<file path="src/rtl/regfile_writeback_arbiter_pkg.sv">
// Shared constants and types for the regfile writeback arbiter.
// Contents: default address/data widths, the zero-register index and the
// source identifiers used by the round-robin pointer and the write-port tag.
package regfile_writeback_arbiter_pkg;

  localparam int unsigned WB_AW = 5;
  localparam int unsigned WB_DW = 64;

  // Architectural zero register; optionally discarded at the handshake.
  localparam logic [4:0] REG_XZR = 5'd31;

  // Result source; also the encoding of the round-robin pointer.
  typedef enum logic {
    SRC_ALU = 1'b0,
    SRC_MEM = 1'b1
  } wb_src_e;

endpackage

</file>
<file path="src/rtl/regfile_writeback_arbiter_fifo.sv">
// Small per-source result FIFO (DEPTH entries of W bits).
// Ports:
//   clk, reset     clock, asynchronous active-high reset (flushes the FIFO)
//   push_i         enqueue push_data_i at the rising edge (caller guarantees not full)
//   push_data_i    entry to enqueue
//   pop_i          dequeue the head at the rising edge (caller guarantees not empty)
//   head_c_o       current head entry (combinational read of storage)
//   empty_o        no entries buffered
//   count_o        number of entries buffered
module regfile_writeback_arbiter_fifo #(
  parameter int unsigned W     = 69,
  parameter int unsigned DEPTH = 2
) (
  input  logic                     clk,
  input  logic                     reset,
  input  logic                     push_i,
  input  logic [W-1:0]             push_data_i,
  input  logic                     pop_i,
  output logic [W-1:0]             head_c_o,
  output logic                     empty_o,
  output logic [$clog2(DEPTH):0]   count_o
);

  localparam int unsigned PW = $clog2(DEPTH);
  localparam int unsigned CW = PW + 1;

  logic [W-1:0]  mem_q [DEPTH];
  logic [PW-1:0] wr_ptr_q, wr_ptr_d;
  logic [PW-1:0] rd_ptr_q, rd_ptr_d;
  logic [CW-1:0] count_q, count_d;

  // Pointers wrap naturally because DEPTH is a power of two.
  always_comb begin
    wr_ptr_d = wr_ptr_q;
    rd_ptr_d = rd_ptr_q;
    count_d  = count_q + CW'(push_i) - CW'(pop_i);
    if (push_i) wr_ptr_d = wr_ptr_q + PW'(1);
    if (pop_i)  rd_ptr_d = rd_ptr_q + PW'(1);
  end

  always_ff @(posedge clk or posedge reset) begin
    if (reset) begin
      wr_ptr_q <= '0;
      rd_ptr_q <= '0;
      count_q  <= '0;
    end else begin
      wr_ptr_q <= wr_ptr_d;
      rd_ptr_q <= rd_ptr_d;
      count_q  <= count_d;
    end
  end

  // Storage needs no reset; validity is tracked by count_q.
  always_ff @(posedge clk) begin
    if (push_i) mem_q[wr_ptr_q] <= push_data_i;
  end

  assign head_c_o = mem_q[rd_ptr_q];
  assign empty_o  = (count_q == '0);
  assign count_o  = count_q;

endmodule

</file>
<file path="src/rtl/regfile_writeback_arbiter.sv">
// Writeback arbiter in front of the register file: buffers ALU and memory
// results in one FIFO each, serialises them round-robin onto the single
// registered write port, and tracks per-register pending writes.
// Ports:
//   clk, reset                      clock, asynchronous active-high reset
//   aluValid/aluReady/aluAddr/aluData  ALU result handshake
//   memValid/memReady/memAddr/memData  memory load result handshake
//   write/wrAddr/wrData             registered regfile write port
//   busy                            per-register pending-write vector (registered)
//   conflict                        one-cycle pulse: same register outstanding on both sources
module regfile_writeback_arbiter
  import regfile_writeback_arbiter_pkg::*;
#(
  parameter int unsigned AW       = WB_AW,
  parameter int unsigned DW       = WB_DW,
  parameter int unsigned DEPTH    = 2,
  parameter bit          DROP_XZR = 1'b0
) (
  input  logic                 clk,
  input  logic                 reset,
  input  logic                 aluValid,
  output logic                 aluReady,
  input  logic [AW-1:0]        aluAddr,
  input  logic [DW-1:0]        aluData,
  input  logic                 memValid,
  output logic                 memReady,
  input  logic [AW-1:0]        memAddr,
  input  logic [DW-1:0]        memData,
  output logic                 write,
  output logic [AW-1:0]        wrAddr,
  output logic [DW-1:0]        wrData,
  output logic [(1<<AW)-1:0]   busy,
  output logic                 conflict
);

  localparam int unsigned NREG = 1 << AW;
  localparam int unsigned EW   = AW + DW;
  localparam int unsigned FCW  = $clog2(DEPTH) + 1;
  // Per source and register: up to DEPTH buffered plus one on the write port.
  localparam int unsigned CW   = $clog2(DEPTH + 2);

  logic [FCW-1:0] alu_count, mem_count;
  logic           alu_empty, mem_empty;
  logic [EW-1:0]  alu_head, mem_head;
  logic           alu_push, mem_push;
  logic           alu_grant, mem_grant;
  wb_src_e        rr_q, rr_d;
  wb_src_e        wr_src_q;
  logic           conflict_d;

  logic [NREG-1:0][CW-1:0] alu_cnt_q, alu_cnt_d;
  logic [NREG-1:0][CW-1:0] mem_cnt_q, mem_cnt_d;
  logic [NREG-1:0]         busy_d;

  // Ready depends only on stored occupancy: no pass-through when full.
  assign aluReady = !reset && (alu_count < FCW'(DEPTH));
  assign memReady = !reset && (mem_count < FCW'(DEPTH));

  // Zero-register writes may complete the handshake without being enqueued.
  assign alu_push = aluValid && aluReady && !(DROP_XZR && (aluAddr == AW'(REG_XZR)));
  assign mem_push = memValid && memReady && !(DROP_XZR && (memAddr == AW'(REG_XZR)));

  regfile_writeback_arbiter_fifo #(.W(EW), .DEPTH(DEPTH)) u_alu_fifo (
    .clk         (clk),
    .reset       (reset),
    .push_i      (alu_push),
    .push_data_i ({aluAddr, aluData}),
    .pop_i       (alu_grant),
    .head_c_o    (alu_head),
    .empty_o     (alu_empty),
    .count_o     (alu_count)
  );

  regfile_writeback_arbiter_fifo #(.W(EW), .DEPTH(DEPTH)) u_mem_fifo (
    .clk         (clk),
    .reset       (reset),
    .push_i      (mem_push),
    .push_data_i ({memAddr, memData}),
    .pop_i       (mem_grant),
    .head_c_o    (mem_head),
    .empty_o     (mem_empty),
    .count_o     (mem_count)
  );

  // Round-robin grant; the pointer only moves when both heads compete.
  always_comb begin
    alu_grant = 1'b0;
    mem_grant = 1'b0;
    rr_d      = rr_q;
    if (!alu_empty && !mem_empty) begin
      if (rr_q == SRC_ALU) begin
        alu_grant = 1'b1;
        rr_d      = SRC_MEM;
      end else begin
        mem_grant = 1'b1;
        rr_d      = SRC_ALU;
      end
    end else if (!alu_empty) begin
      alu_grant = 1'b1;
    end else if (!mem_empty) begin
      mem_grant = 1'b1;
    end
  end

  // Per-source pending counts: +1 on enqueue, -1 when the write-port cycle ends.
  always_comb begin
    alu_cnt_d = alu_cnt_q;
    mem_cnt_d = mem_cnt_q;
    if (write && (wr_src_q == SRC_ALU)) alu_cnt_d[wrAddr] = alu_cnt_d[wrAddr] - CW'(1);
    if (write && (wr_src_q == SRC_MEM)) mem_cnt_d[wrAddr] = mem_cnt_d[wrAddr] - CW'(1);
    if (alu_push) alu_cnt_d[aluAddr] = alu_cnt_d[aluAddr] + CW'(1);
    if (mem_push) mem_cnt_d[memAddr] = mem_cnt_d[memAddr] + CW'(1);
  end

  for (genvar r = 0; r < NREG; r++) begin : g_busy
    assign busy_d[r] = (alu_cnt_d[r] != '0) || (mem_cnt_d[r] != '0);
  end

  // Hazard: new write hits a register still outstanding on the other source,
  // including both sources enqueueing the same register in one cycle.
  always_comb begin
    conflict_d = 1'b0;
    if (alu_push && ((mem_cnt_q[aluAddr] != '0) || (mem_push && (memAddr == aluAddr))))
      conflict_d = 1'b1;
    if (mem_push && (alu_cnt_q[memAddr] != '0))
      conflict_d = 1'b1;
  end

  always_ff @(posedge clk or posedge reset) begin
    if (reset) begin
      rr_q      <= SRC_ALU;
      wr_src_q  <= SRC_ALU;
      write     <= 1'b0;
      wrAddr    <= '0;
      wrData    <= '0;
      conflict  <= 1'b0;
      busy      <= '0;
      alu_cnt_q <= '0;
      mem_cnt_q <= '0;
    end else begin
      rr_q      <= rr_d;
      write     <= alu_grant || mem_grant;
      conflict  <= conflict_d;
      busy      <= busy_d;
      alu_cnt_q <= alu_cnt_d;
      mem_cnt_q <= mem_cnt_d;
      if (alu_grant) begin
        {wrAddr, wrData} <= alu_head;
        wr_src_q         <= SRC_ALU;
      end else if (mem_grant) begin
        {wrAddr, wrData} <= mem_head;
        wr_src_q         <= SRC_MEM;
      end
    end
  end

endmodule

</file>
<file path="config.mk">
export PLATFORM = sky130hd
export DESIGN_NAME = regfile_writeback_arbiter
export DESIGN_NICKNAME = d
export VERILOG_FILES = /design/src/rtl/regfile_writeback_arbiter_pkg.sv /design/src/rtl/regfile_writeback_arbiter_fifo.sv /design/src/rtl/regfile_writeback_arbiter.sv
export SDC_FILE = /design/constraint.sdc
export NUM_CORES = 1
export LEC_CHECK = 0
export CAP_MARGIN = 20
export CORE_UTILIZATION = 44
export DETAILED_ROUTE_END_ITERATION = 10
export GPL_TIMING_DRIVEN = 0
export PLACE_DENSITY = 0.64
export SYNTH_ARGS = -nofsm -noshare
export SYNTH_HDL_FRONTEND = slang
export SYNTH_SLANG_ARGS = --single-unit
</file>
<file path="constraint.sdc">
create_clock -name clk -period 17.3 [get_ports clk]
set_input_delay 3.46 -clock clk [delete_from_list [all_inputs] [get_ports clk]]
set_output_delay 3.46 -clock clk [all_outputs]
set_load 0.01 [all_outputs]
</file>
==> results.yml <==
synthesis:
  yosysMostFrequentCell: "mux2i_1"
  synth_top_area_share_pct: 33.1
  syn_inst: 2162
  yosys.area.top_type: "edfxtp_1"
  syn_nets: 2308
  ys_types: 71
  yosysWarnings: 0
  ys_async_sr_fraction_pct: 46.6
  synth_enable_flop_cells: 276
  syn_area_per_cell_um2: 11.6
  syn-cell-area_mm2: 0.0251
  ys_ff_latch: 517
  synthTopCellsByArea: "edfxtp_1 33%, dfrtp_1 24%, mux2i_1 15%"
  synthTopCellsByCount: "364 x mux2i_1, 276 x edfxtp_1, 241 x dfrtp_1"
  synth_ff_type: "edfxtp_1"
  ys_seq_area_share_pct: 57.1
clock_network:
  clock_sinks: 517
  hold_buffers: 0
  cts_resized: 0
  clk_latency_ns: 0.64
  cts_made_buffers: 56
  clock_path_buffers: 3
  clk_pin_slew_ns: 0.06
  root_buffer: "clkbuf_16"
  cts_tree: "done"
  postCtsSetupRepairBufs: 0
  h-tree-depth: 2
sta:
  setup_tns_ns: 0
  setup_viol: 0
  finalCriticalPeriod_ns: 9.09
  grt_setup_unrepaired: "no"
  worst_clock_skew_ns: 0.0313
  relSlewSlack_pct: 23.6
  whs_ns: 0.508
  fin_crit_sh_pct: 52.6
  drv_slew: 0
  finalHoldViolations: 0
  worstMarginPinSlew_ns: 1.14
  fmax_ghz: 0.110
routing:
  via_per_inst: 6.24
  first_pass_iters: 5
  drc_errors: 0
  ant_nets: 0
  drtIter0Drc: 2310
  vias: 20484
  wl_um: 101000
  wl_per_cell_um: 30.7
setup_path:
  worstPathRequired_ns: 17.76
  critical-path-max-stage-delay_ns: 0.75
  cp_max_fo: 10
  slowest_stage: "clkbuf_1"
  endpoint_kind: "flip-flop"
  crit_path_frequent_cell: "clkbuf_1"
  arrival_ns: 9.55
  critPathKind: "in2reg"
  startpoint_type: "primary input"
  cp_cell_sequence: "clkdlybuf4s50_1 > clkbuf_1 > clkbuf_1 > clkbuf_1 > clkbuf_1 > clkbuf_1 > a21oi_1 > o311ai_0 > o2111ai_1 > xor2_2 > buf_2 > a21oi_1 > or4_1"
pwr:
  vdd_drop_max_uv: 180
  p_leak_nw: 11.5
  cellPowerDensity_mw_per_mm2: 203
floorplanning:
  start_util_pct: 44.5
  core_mm2: 0.0564
  io_pins: 247
  dieArea_mm2: 0.0580
  floorplan.rows: 87
  die_w_um: 241
  die_y_um: 241
cells_and_area:
  post-route-util_pct: 54.7
  final_layout_size_suffix_gt1_share_pct: 6.93
  fin_nets: 2623
  final_cells: 3285
  final_cell_area_mm2: 0.0309
  area_delta_synth_final_pct: 23.1
placed_design:
  dp_hpwl_um: 74300
  dpl.cell_count: 3174
  gp_congestion: 1.00
  numPortBuffers: 246
  postPlaceCellArea_mm2: 0.0287
grt:
  first_global_vias: 20040
  grt_antenna_before_repair: 13
  grt_overflow: 0
  grt_max_degree: 101
  grt_pass1_wl_um: 142000
  track_usage_pct: 34.7
flow_run:
  cap_violations: 0
run_status:
  status: "finished clean"
hold_path:
  min_path_type: "reg2reg"
==> cell usage in the layout, fill, tap and decap left out, types with 43 or more instances in the layout <==
cell             netlist  layout
o32a_1                69      69
clkbuf_1             115     118
nor3_1                44      43
clkbuf_16              0      56
nor2_1               239     237
clkdlybuf4s50_1        0     246
a21oi_1              154     154
mux2i_1              364     364
dfrtp_1              241     241
edfxtp_1             276     276
o21ai_0              100     100
nand2_1              155     155
==> critical path: cells and delay by family <==
kind / cells / cell delay (ns)
buffers and inverters: 7 / 3.63
xor gates and xnor gates: 1 / 0.35
AOI/OAI and AO/OA: 4 / 1.46
and+or+nand+nor: 1 / 0.62
==> through the flow <==
stage | setup slack [ns] | total power, W
4_1_cts | 8.51 | 0.00617
3_3_place_gp | 3.35 | 0.00480
3_5_place_dp | 7.89 | 0.00481
5_1_grt | 8.18 | 0.00646
2_1_floorplan | 7.22 | 0.00345
6_report | 8.21 | 0.00627
==> per-layer routing <==
metal  global-route usage (%)  routed length (um)  vias to the layer above
li1                         -                   -                     8802
met5                        0                  11                        -
met4                     10.4                2950                        2
met3                     9.48               11000                      192
met2                     51.3               43700                     1069
met1                     49.6               43400                    10419
==> final cells by class <==
type | count | area [um^2]
buffer | 153 | 624
inverter | 15 | 63.8
timing repair buffer | 257 | 2680
sequential | 517 | 14300
multi-input combinational | 1477 | 10100
clock buffer | 62 | 1450
tap | 756 | 946
fill | 4975 | 25500
antenna | 4 | 10.0
clock inverter | 44 | 653
==> where the power goes <==
group	total (W)	switching [W]	internal, W	leakage [nW]
clock	0.00136	0.000537	0.000821	1.03
sequential	0.00185	0.000230	0.00162	5.17
combinational	0.00306	0.00208	0.000984	5.30
total	0.00627	0.00284	0.00343	11.5
==> cells by family (layout without fill, tap and decap cells) <==
| family | Yosys count | after routing | share of synthesized area (%) |
|---|---|---|---|
| compound gates | 471 | 471 | 12.3 |
| xor+xnor | 19 | 19 | 0.724 |
| fa+ha+maj | 4 | 4 | 0.200 |
| buf+inv | 168 | 531 | 2.71 |
| flops | 517 | 517 | 57.1 |
| mux | 382 | 382 | 15.7 |
| other cells | 0 | 4 | 0 |
| simple gates | 601 | 601 | 11.3 |
==> worst paths after layout <==
path | start | to | cells past startpoint | slack (ns)
worst min-delay path | u_alu_fifo.count_o[1] | u_alu_fifo.count_o[1] | 1 | 0.51
worst max register to register | wrAddr[1] | busy[18] | 17 | 10.01
worst max-delay path | memAddr[1] | busy[18] | 13 | 8.21
min in group asynchronous | reset | u_alu_fifo.rd_ptr_q | 2 | 3.31
max in group asynchronous | reset | alu_cnt_q[63] | 3 | 13.09
worst min register to register | u_alu_fifo.count_o[1] | u_alu_fifo.count_o[1] | 1 | 0.51
==> flip-flops by register name, summed over array words and instances, names as in the netlist, 2 cells and up <==
signal,count
u_mem_fifo.count_o,2
u_mem_fifo.mem_q,138
busy,32
alu_cnt_q,64
u_alu_fifo.count_o,2
wrAddr,5
wrData,64
mem_cnt_q,64
u_alu_fifo.mem_q,138
No activity file was read; power rests on OpenSTA's default activity.
